**config.mk**
```make
export PLATFORM = sky130hd
export DESIGN_NAME = regfile_sb
export DESIGN_NICKNAME = d
export VERILOG_FILES = /design/src/rtl/cpu_pkg.sv /design/src/rtl/regfile_scoreboard.sv /design/src/rtl/regfile_sb.sv
export SDC_FILE = /design/constraint.sdc
export NUM_CORES = 2
export LEC_CHECK = 0
export CORE_MARGIN = 5
export CORE_UTILIZATION = 40
export DETAILED_ROUTE_END_ITERATION = 6
export PLACE_DENSITY = 0.61
export RECOVER_POWER = 100
export SYNTH_ARGS = -nofsm -noshare
export SYNTH_HDL_FRONTEND = slang
export SYNTH_SLANG_ARGS = --single-unit
```
**constraint.sdc**
```tcl
create_clock -name clk -period 2.07 [get_ports clk]
set_input_delay 0.207 -clock clk [delete_from_list [all_inputs] [get_ports clk]]
set_output_delay 0.207 -clock clk [all_outputs]
set_load 0.01 [all_outputs]
```
**src/rtl/cpu_pkg.sv**
```systemverilog
// Shared CPU definitions for the register file and its helpers.
//   REG_ADDR_W  : default register address width
//   REG_DATA_W  : default register data width
//   REG_ZERO    : address of the hardwired-zero register
//   clr_state_t : bulk-clear sequencer states
package cpu_pkg;

  localparam int REG_ADDR_W = 5;
  localparam int REG_DATA_W = 32;
  localparam logic [REG_ADDR_W-1:0] REG_ZERO = '0;

  typedef enum logic [1:0] {
    IDLE,
    CLEAR,
    DONE
  } clr_state_t;

endpackage

```
**src/rtl/regfile_scoreboard.sv**
```systemverilog
// Pending-write scoreboard for decode-stage hazard detection.
// One bit per register marks an issued-but-not-written-back producer.
// Ports:
//   clk, rst_n        : clock, async active-low reset
//   idle_i            : clear engine idle; updates and outputs only live here
//   clear_all_i       : drop every pending bit (clear engine entry)
//   wr_en_i/wr_addr_i : writeback, resolves a pending bit
//   iss_en_i/iss_addr_i : issue, marks a destination pending
//   rd_addr_i         : packed read addresses, one per read port
//   rd_pending_o      : per-port hazard flag
module regfile_scoreboard
  import cpu_pkg::*;
#(
  parameter int ADDR_W = REG_ADDR_W,
  parameter int NUM_RD = 2
) (
  input  logic                     clk,
  input  logic                     rst_n,
  input  logic                     idle_i,
  input  logic                     clear_all_i,
  input  logic                     wr_en_i,
  input  logic [ADDR_W-1:0]        wr_addr_i,
  input  logic                     iss_en_i,
  input  logic [ADDR_W-1:0]        iss_addr_i,
  input  logic [NUM_RD*ADDR_W-1:0] rd_addr_i,
  output logic [NUM_RD-1:0]        rd_pending_o
);

  localparam int DEPTH = 1 << ADDR_W;
  localparam logic [ADDR_W-1:0] ZERO_A = ADDR_W'(REG_ZERO);

  logic [DEPTH-1:0] pending_q;
  logic [DEPTH-1:0] pending_d;

  // Clear is applied before set so that a producer issued in the same cycle
  // as the writeback of an older producer stays pending.
  always_comb begin
    pending_d = pending_q;
    if (clear_all_i) begin
      pending_d = '0;
    end else if (idle_i) begin
      if (wr_en_i) pending_d[wr_addr_i] = 1'b0;
      if (iss_en_i) pending_d[iss_addr_i] = 1'b1;
    end
    pending_d[ZERO_A] = 1'b0;
  end

  always_ff @(posedge clk or negedge rst_n) begin
    if (!rst_n) pending_q <= '0;
    else        pending_q <= pending_d;
  end

  // A same-cycle writeback to the read address resolves the hazard because
  // the bypass supplies the data.
  for (genvar gi = 0; gi < NUM_RD; gi++) begin : g_rdpend
    logic [ADDR_W-1:0] rdA;
    assign rdA = rd_addr_i[gi*ADDR_W +: ADDR_W];
    assign rd_pending_o[gi] = idle_i && pending_q[rdA] &&
                              !(wr_en_i && (wr_addr_i == rdA));
  end

endmodule

```
**src/rtl/regfile_sb.sv**
```systemverilog
// Integer register file for the pipelined MIPS core.
// NUM_RD combinational read ports with write bypass, one clocked write port,
// hardwired-zero register 0, pending-write scoreboard and a bulk-clear engine.
// Ports:
//   clk, rst_n           : clock, async active-low reset
//   rd_addr / rd_data    : packed read addresses / combinational read data
//   rd_pending           : per-port outstanding-producer flag
//   wr_en/wr_addr/wr_data: writeback port
//   iss_en/iss_addr      : issue port, marks destination pending
//   clr_req              : start bulk clear (honoured in IDLE only)
//   clr_busy / clr_done  : clear in progress / one-cycle completion pulse
module regfile_sb
  import cpu_pkg::*;
#(
  parameter int DATA_W = REG_DATA_W,
  parameter int ADDR_W = REG_ADDR_W,
  parameter int NUM_RD = 2
) (
  input  logic                     clk,
  input  logic                     rst_n,
  input  logic [NUM_RD*ADDR_W-1:0] rd_addr,
  output logic [NUM_RD*DATA_W-1:0] rd_data,
  output logic [NUM_RD-1:0]        rd_pending,
  input  logic                     wr_en,
  input  logic [ADDR_W-1:0]        wr_addr,
  input  logic [DATA_W-1:0]        wr_data,
  input  logic                     iss_en,
  input  logic [ADDR_W-1:0]        iss_addr,
  input  logic                     clr_req,
  output logic                     clr_busy,
  output logic                     clr_done
);

  localparam int DEPTH = 1 << ADDR_W;
  localparam logic [ADDR_W-1:0] ZERO_A = ADDR_W'(REG_ZERO);
  localparam logic [ADDR_W-1:0] LAST_A = '1;

  logic [DATA_W-1:0] mem_q [DEPTH];
  clr_state_t        state_q, state_d;
  logic [ADDR_W-1:0] cnt_q, cnt_d;
  logic              idle;
  logic              clrStart;

  assign idle     = (state_q == IDLE);
  assign clrStart = idle && clr_req;

  // Clear sequencer state register.
  always_ff @(posedge clk or negedge rst_n) begin
    if (!rst_n) begin
      state_q <= IDLE;
      cnt_q   <= '0;
    end else begin
      state_q <= state_d;
      cnt_q   <= cnt_d;
    end
  end

  // Next state: register 0 is skipped, so the sweep covers 1..DEPTH-1 and the
  // counter stops at all-ones instead of wrapping.
  always_comb begin
    state_d = state_q;
    cnt_d   = cnt_q;
    case (state_q)
      IDLE: begin
        if (clr_req) begin
          state_d = CLEAR;
          cnt_d   = ADDR_W'(1);
        end
      end
      CLEAR: begin
        if (cnt_q == LAST_A) state_d = DONE;
        else                 cnt_d   = cnt_q + 1'b1;
      end
      DONE:    state_d = IDLE;
      default: state_d = IDLE;
    endcase
  end

  // Status outputs.
  always_comb begin
    clr_busy = (state_q != IDLE);
    clr_done = (state_q == DONE);
  end

  // Storage. Writeback only lands in IDLE; the clear engine owns the array
  // otherwise. A write on the clr_req edge is still performed.
  always_ff @(posedge clk or negedge rst_n) begin
    if (!rst_n) begin
      for (int i = 0; i < DEPTH; i++) mem_q[i] <= '0;
    end else if (idle) begin
      if (wr_en && (wr_addr != ZERO_A)) mem_q[wr_addr] <= wr_data;
    end else if (state_q == CLEAR) begin
      mem_q[cnt_q] <= '0;
    end
  end

  // Read ports with same-cycle bypass, disabled while the clear is running.
  for (genvar gi = 0; gi < NUM_RD; gi++) begin : g_rd
    logic [ADDR_W-1:0] rdA;
    assign rdA = rd_addr[gi*ADDR_W +: ADDR_W];
    always_comb begin
      if (rdA == ZERO_A)
        rd_data[gi*DATA_W +: DATA_W] = '0;
      else if (idle && wr_en && (wr_addr == rdA))
        rd_data[gi*DATA_W +: DATA_W] = wr_data;
      else
        rd_data[gi*DATA_W +: DATA_W] = mem_q[rdA];
    end
  end

  regfile_scoreboard #(
    .ADDR_W(ADDR_W),
    .NUM_RD(NUM_RD)
  ) u_scoreboard (
    .clk          (clk),
    .rst_n        (rst_n),
    .idle_i       (idle),
    .clear_all_i  (clrStart),
    .wr_en_i      (wr_en),
    .wr_addr_i    (wr_addr),
    .iss_en_i     (iss_en),
    .iss_addr_i   (iss_addr),
    .rd_addr_i    (rd_addr),
    .rd_pending_o (rd_pending)
  );

endmodule

```
# == After elaboration in Yosys (flattened, before gate mapping) ==
# Cells that the tools add are included.
# totals
ff_bits,1062
wordCells,131
latch_bits,0
ram_bits,0
inputBits,57
mem_bits_ro,0
n_memories,0
out_inout_bits,68
# op_classes
n_reduce_logical,27
n_mul,0
n_eq_ne,9
n_addsub,1
n_mux,38
div,0
n_bitwise,9
magnitude_cmp,12
n_shift,0
# ops
operator,count
$mux 1024,3
$and 1024x1024->1024,1
$bwmux 1024,1
$not 1024->1024,1
$mux 32,16
$bmux 32 s5,2
$demux 32 s5,2
$and 32x32->32,1
$not 32->32,1
$or 32x32->32,1
$ge 6x6->1 const B,4
$lt 5x6->1 const B,4
$not 5->6,4
$logic_and 1x1->1,15
$lt 6x1->1 const B,2
$bmux 1 s5,2
$demux 1 s5,2
$eq 5x5->1,2
$ge 5x1->1 const B,2
$logic_not 5->1,2
$mux 5,2
$pmux 5 s2,1
$ne 2x2->1 const B,3
$reduce_bool 2->1,3
other kinds (13),19

# == Depth between registers and ports, before layout ==
# logic_depth
depth_word,13
depth_mapped,10
depth_no_buf,7

# == Modules after synthesis ==
# From an unflattened synthesis, not the netlist that was laid out.
# hier_totals
cells_unflattened,4265
hier_area_um2,56098.8
# by_module_without_submodules
module,seq_area_each_um2,instances,cells_each,area_per_inst_um2
regfile_sb,25799.7,1,4029,53760.3
regfile_scoreboard,775.7,1,236,2338.5

# == Worst setup path before layout ==
# No wires, ideal clock.
# synth_path
path_kind,register -> output
from,reg state_q[1]
to,out rd_data[60]
setup_slack_ns,-0.039
required_ns,1.863
arrival_ns,1.902
n_path_buf,3
stages_incl_launch_ff,9
path_cell_list,dfrtp_1 buf_2 nor3b_2 nor3b_1 and2_1 buf_2 buf_4 a22oi_1 o21ai_1
# synth_between
elab_chain_len,5
# synth_rtl
item,line_no,text
"start, declared",regfile_sb.sv:39,"clr_state_t state_q, state_d;"
"start signal, assigned",regfile_sb.sv:53,state_q <= state_d;
$logic_not 2->1,regfile_sb.sv:44,assign idle = (state_q == IDLE);
$logic_and 1x1->1 (2 in series),regfile_sb.sv:104,else if (idle && wr_en && (wr_addr == rdA))
$mux 32,regfile_sb.sv:104,
$mux 32,regfile_sb.sv:102,if (rdA == ZERO_A)
"end, declared",regfile_sb.sv:22,"output logic [NUM_RD*DATA_W-1:0] rd_data,"
# Every way passes these cells.

# == Final worst setup path ==
# layout_path
from,reg state_q[0]
to,out rd_data[15]
# The elaborated chain is that of the path after synthesis.

==> run summary <==
gpl congestion - 0.969
setup_tns - -159680 ps
CP max FO - 7
standard-cell rows - 138
IO Count - 125
most frequent cells in the layout - buf_4 (1184), dfrtp_1 (1061), a22o_1 (993)
Buf/Inv on CP - 4
Worst Path Arrival - 2870 ps
DR pass1 iterations - 6
Min-Delay Path Depth - 3
fin crit share - 149%
Slew @ Worst Pin - 1250 ps
DP Worst Slack - -1500 ps
Largest stage delay, worst path - 430 ps
grt ovf - 0
via count - 51.0k
setup ws final - -1000 ps
Yosys reg bits - 1062
Internal Power - 43.4 mW
drt initial violations - 7435
Leakage - 35.9 nW
Clk pin slew, worst setup/hold paths - 60 ps
Slew HR - 16.8%
Die Span Y - 386 um
Final Util - 55.1%
Mapped Avg Cell Area - 13.3 um2
Min Clock Period, post-route - 3070 ps
nets@finish - 5521
VDD IR-drop max - 0.000933 V
Critical Path, Cell by Cell - nor3b_4, buf_4, nor3b_4, nand2_2, buf_8, buf_12, o21ai_4, a21oi_2, buf_2
H-Tree Depth - 3
Avg Vias per Cell - 6.85
largest net degree at the start of global routing - 109
CTS Buf Count - 115
P&R area growth vs syn - 37.3%
Hold Fails Final Rpt - 0
number of flops mapped to enable cells by yosys - 0
Die Width - 386 um
Antenna Nets Post-Route - 0
CP max stage cell - dfrtp_2
final setup fails - 1046
number of synthesis warnings - 0
violated checks - negative setup slack
Finished Layout Cells - 7453
Sink Count - 1062
RSZ-0062 raised after global routing - yes
Clock Latency Late Sink - 770 ps
Min-Delay Path Class - input pin to flop
first-pass GRT wire length - 364000 um
Post-Synthesis Cell Area - 56700 um2
critical path class - flop to output port
max cap viols - 0
CP endpoint kind - output port
Worst path most repeated cell - nor3b_4
switching portion of total power - 30.7%
final WL - 259000 um
drt wl/cell - 34.8 um
Synthesized Nets - 4339
Synth Flop Type - dfrtp_1
estimated wirelength of the detail-placed design - 173000 um
vias in the first global route - 51.5k
Initial Util - 40.1%
post-synthesis sequential area ratio - 46.9%
die area - 149000 um2
Req. time, crit path - 1860 ps
commonest non-fill, non-tap cell in the layout - buf_4
Reg power frac - 38.0%
clock root buffer - clkbuf_16
Post-Syn Instances - 4277
Final Max Slew Viols - 0
input/output buffers - 124
CP top delay family - simple AND/OR/NAND/NOR gates
CTS tree - built
CTS Buffer Depth - 3
critical path depth - 9
gr usage total - 32.9%
Clk network pwr share - 36.8%
Startpoint Class - flop
fmax - 0.325 GHz
Unique masters post-synth - 70
Comb power frac - 25.2%
Power per Cell Area - 804 nW/um2
# DRC - 0
initial antenna violation count - 7
worst reg2reg path depth - 11
Post-synth ARST share - 100%
outcome - finished, violations left
P_sw - 19.2 mW
clock skew - 23.0 ps
dpl cells - 7165
Core Region - 141000 um2
layout cells sized above 1 - 47.1%
tightest hold or removal path: cells and delay by family:
kind,cells,cell delay [ps]
AOI/OAI and AO/OA,1,200
buffers and inverters,2,490
cells in the mapped netlist, types with 10 or more instances:
cell type | number | area, um2
nand3b_1 | 15 | 113
nand2_1 | 107 | 402
nand2b_1 | 12 | 75.1
buf_2 | 116 | 581
a21oi_1 | 47 | 235
buf_1 | 38 | 143
buf_4 | 75 | 563
xor2_1 | 10 | 87.6
mux2i_1 | 168 | 1680
a32oi_1 | 12 | 105
nor4_1 | 32 | 200
o22ai_1 | 156 | 976
nand3_1 | 39 | 195
clkbuf_1 | 262 | 983
nor2b_1 | 57 | 357
mux4_2 | 437 | 9840
nand2_4 | 10 | 113
a22o_1 | 993 | 8700
inv_1 | 13 | 48.8
o21ai_0 | 69 | 345
o211ai_1 | 11 | 82.6
nor3_1 | 34 | 170
mux2_2 | 125 | 1410
nor2_1 | 116 | 435
a211oi_1 | 22 | 165
dfrtp_1 | 1062 | 26600
buf_6 | 53 | 597
a22oi_1 | 39 | 293
o21ai_1 | 16 | 80.1
logic make-up (layout without fill, tap and decap cells):
group,after synthesis,after routing,share of synthesized area [%]
other,0,5,0
flip-flops,1062,1062,46.9
AO/OA/AOI/OAI,1428,1428,20.4
XOR/XNOR,10,10,0.154
multiplexers,730,730,22.8
AND/OR/NAND/NOR,479,479,4.37
buffers and inverters,563,1844,5.25
adder cells (fa/ha/maj),5,5,0.110
state kept, by name, indices dropped and copies added, names as in the netlist:
register and count:
mem_q 1024, state_q 2, cnt_q 5, u_scoreboard.pending_q 31
timing repair:
| action | 4_1_cts | 5_1_grt |
|---|---|---|
| resized for setup | 538 | 153 |
| setup endpoints to repair | 415 | 1053 |
| pin swaps | 57 | 84 |
| buffers inserted | 41 | 24 |
| hold buffers | 2 | 0 |
| gates cloned | 5 | 20 |
| endpoints found under the hold margin | 827 | 0 |
layer usage:
| layer | part of all wire [%] | global-route usage (%) | up-vias | routed length, um |
|---|---|---|---|---|
| met5 | 0.050 | 0 | - | 129 |
| met1 | 37 | 44.3 | 26373 | 96400 |
| met2 | 41 | 46.0 | 4136 | 107000 |
| met3 | 15 | 12.7 | 949 | 39000 |
| met4 | 6.4 | 17.3 | 8 | 16600 |
| li1 | - | - | 19557 | - |
stage by stage:
stage          total power, mW  instance area (um2)  hold slack, ps
6_report                  62.6                77800             182
5_1_grt                   64.0                77800             157
4_1_cts                   61.5                76600             116
3_5_place_dp              38.4                71100             152
3_3_place_gp              38.2                71100             152
2_1_floorplan             30.4                56700           -88.6
power groups by stage:
| stage | registers [mW] | logic (mW) | clock network (mW) |
|---|---|---|---|
| 2_1_floorplan | 23.7 | 6.74 | 0 |
| 6_report | 23.7 | 15.8 | 23.0 |
| 3_3_place_gp | 24.0 | 14.2 | 0 |
| 3_5_place_dp | 24.0 | 14.4 | 0 |
| 4_1_cts | 23.7 | 14.8 | 23.1 |
| 5_1_grt | 23.9 | 16.2 | 23.9 |
cell type report:
type	instances	area, um2
antenna	5	12.5
clock buffer	150	3190
clock inverter	66	988
fill	11562	63400
inverter	15	63.8
multi-input combinational	2652	29100
sequential	1062	26600
tap	1890	2360
timing repair buffer	1613	15500
final timing paths:
kind | from | to | slack (ps)
min in group asynchronous | rst_n | mem_q[498]$_DFFE_PN0P_ | 790
max reg2reg | state_q[0]$_DFFE_PN0P_ | mem_q[802]$_DFFE_PN0P_ | -260
max in group asynchronous | rst_n | u_scoreboard.pending_q[24]$_DFFE_PN0P_ | 0
min | wr_data[14] | mem_q[14]$_DFFE_PN0P_ | 180
min reg2reg | mem_q[977]$_DFFE_PN0P_ | mem_q[977]$_DFFE_PN0P_ | 520
max | state_q[0]$_DFFE_PN0P_ | rd_data[15] | -1000
No activity file was read; power rests on OpenSTA's default activity.
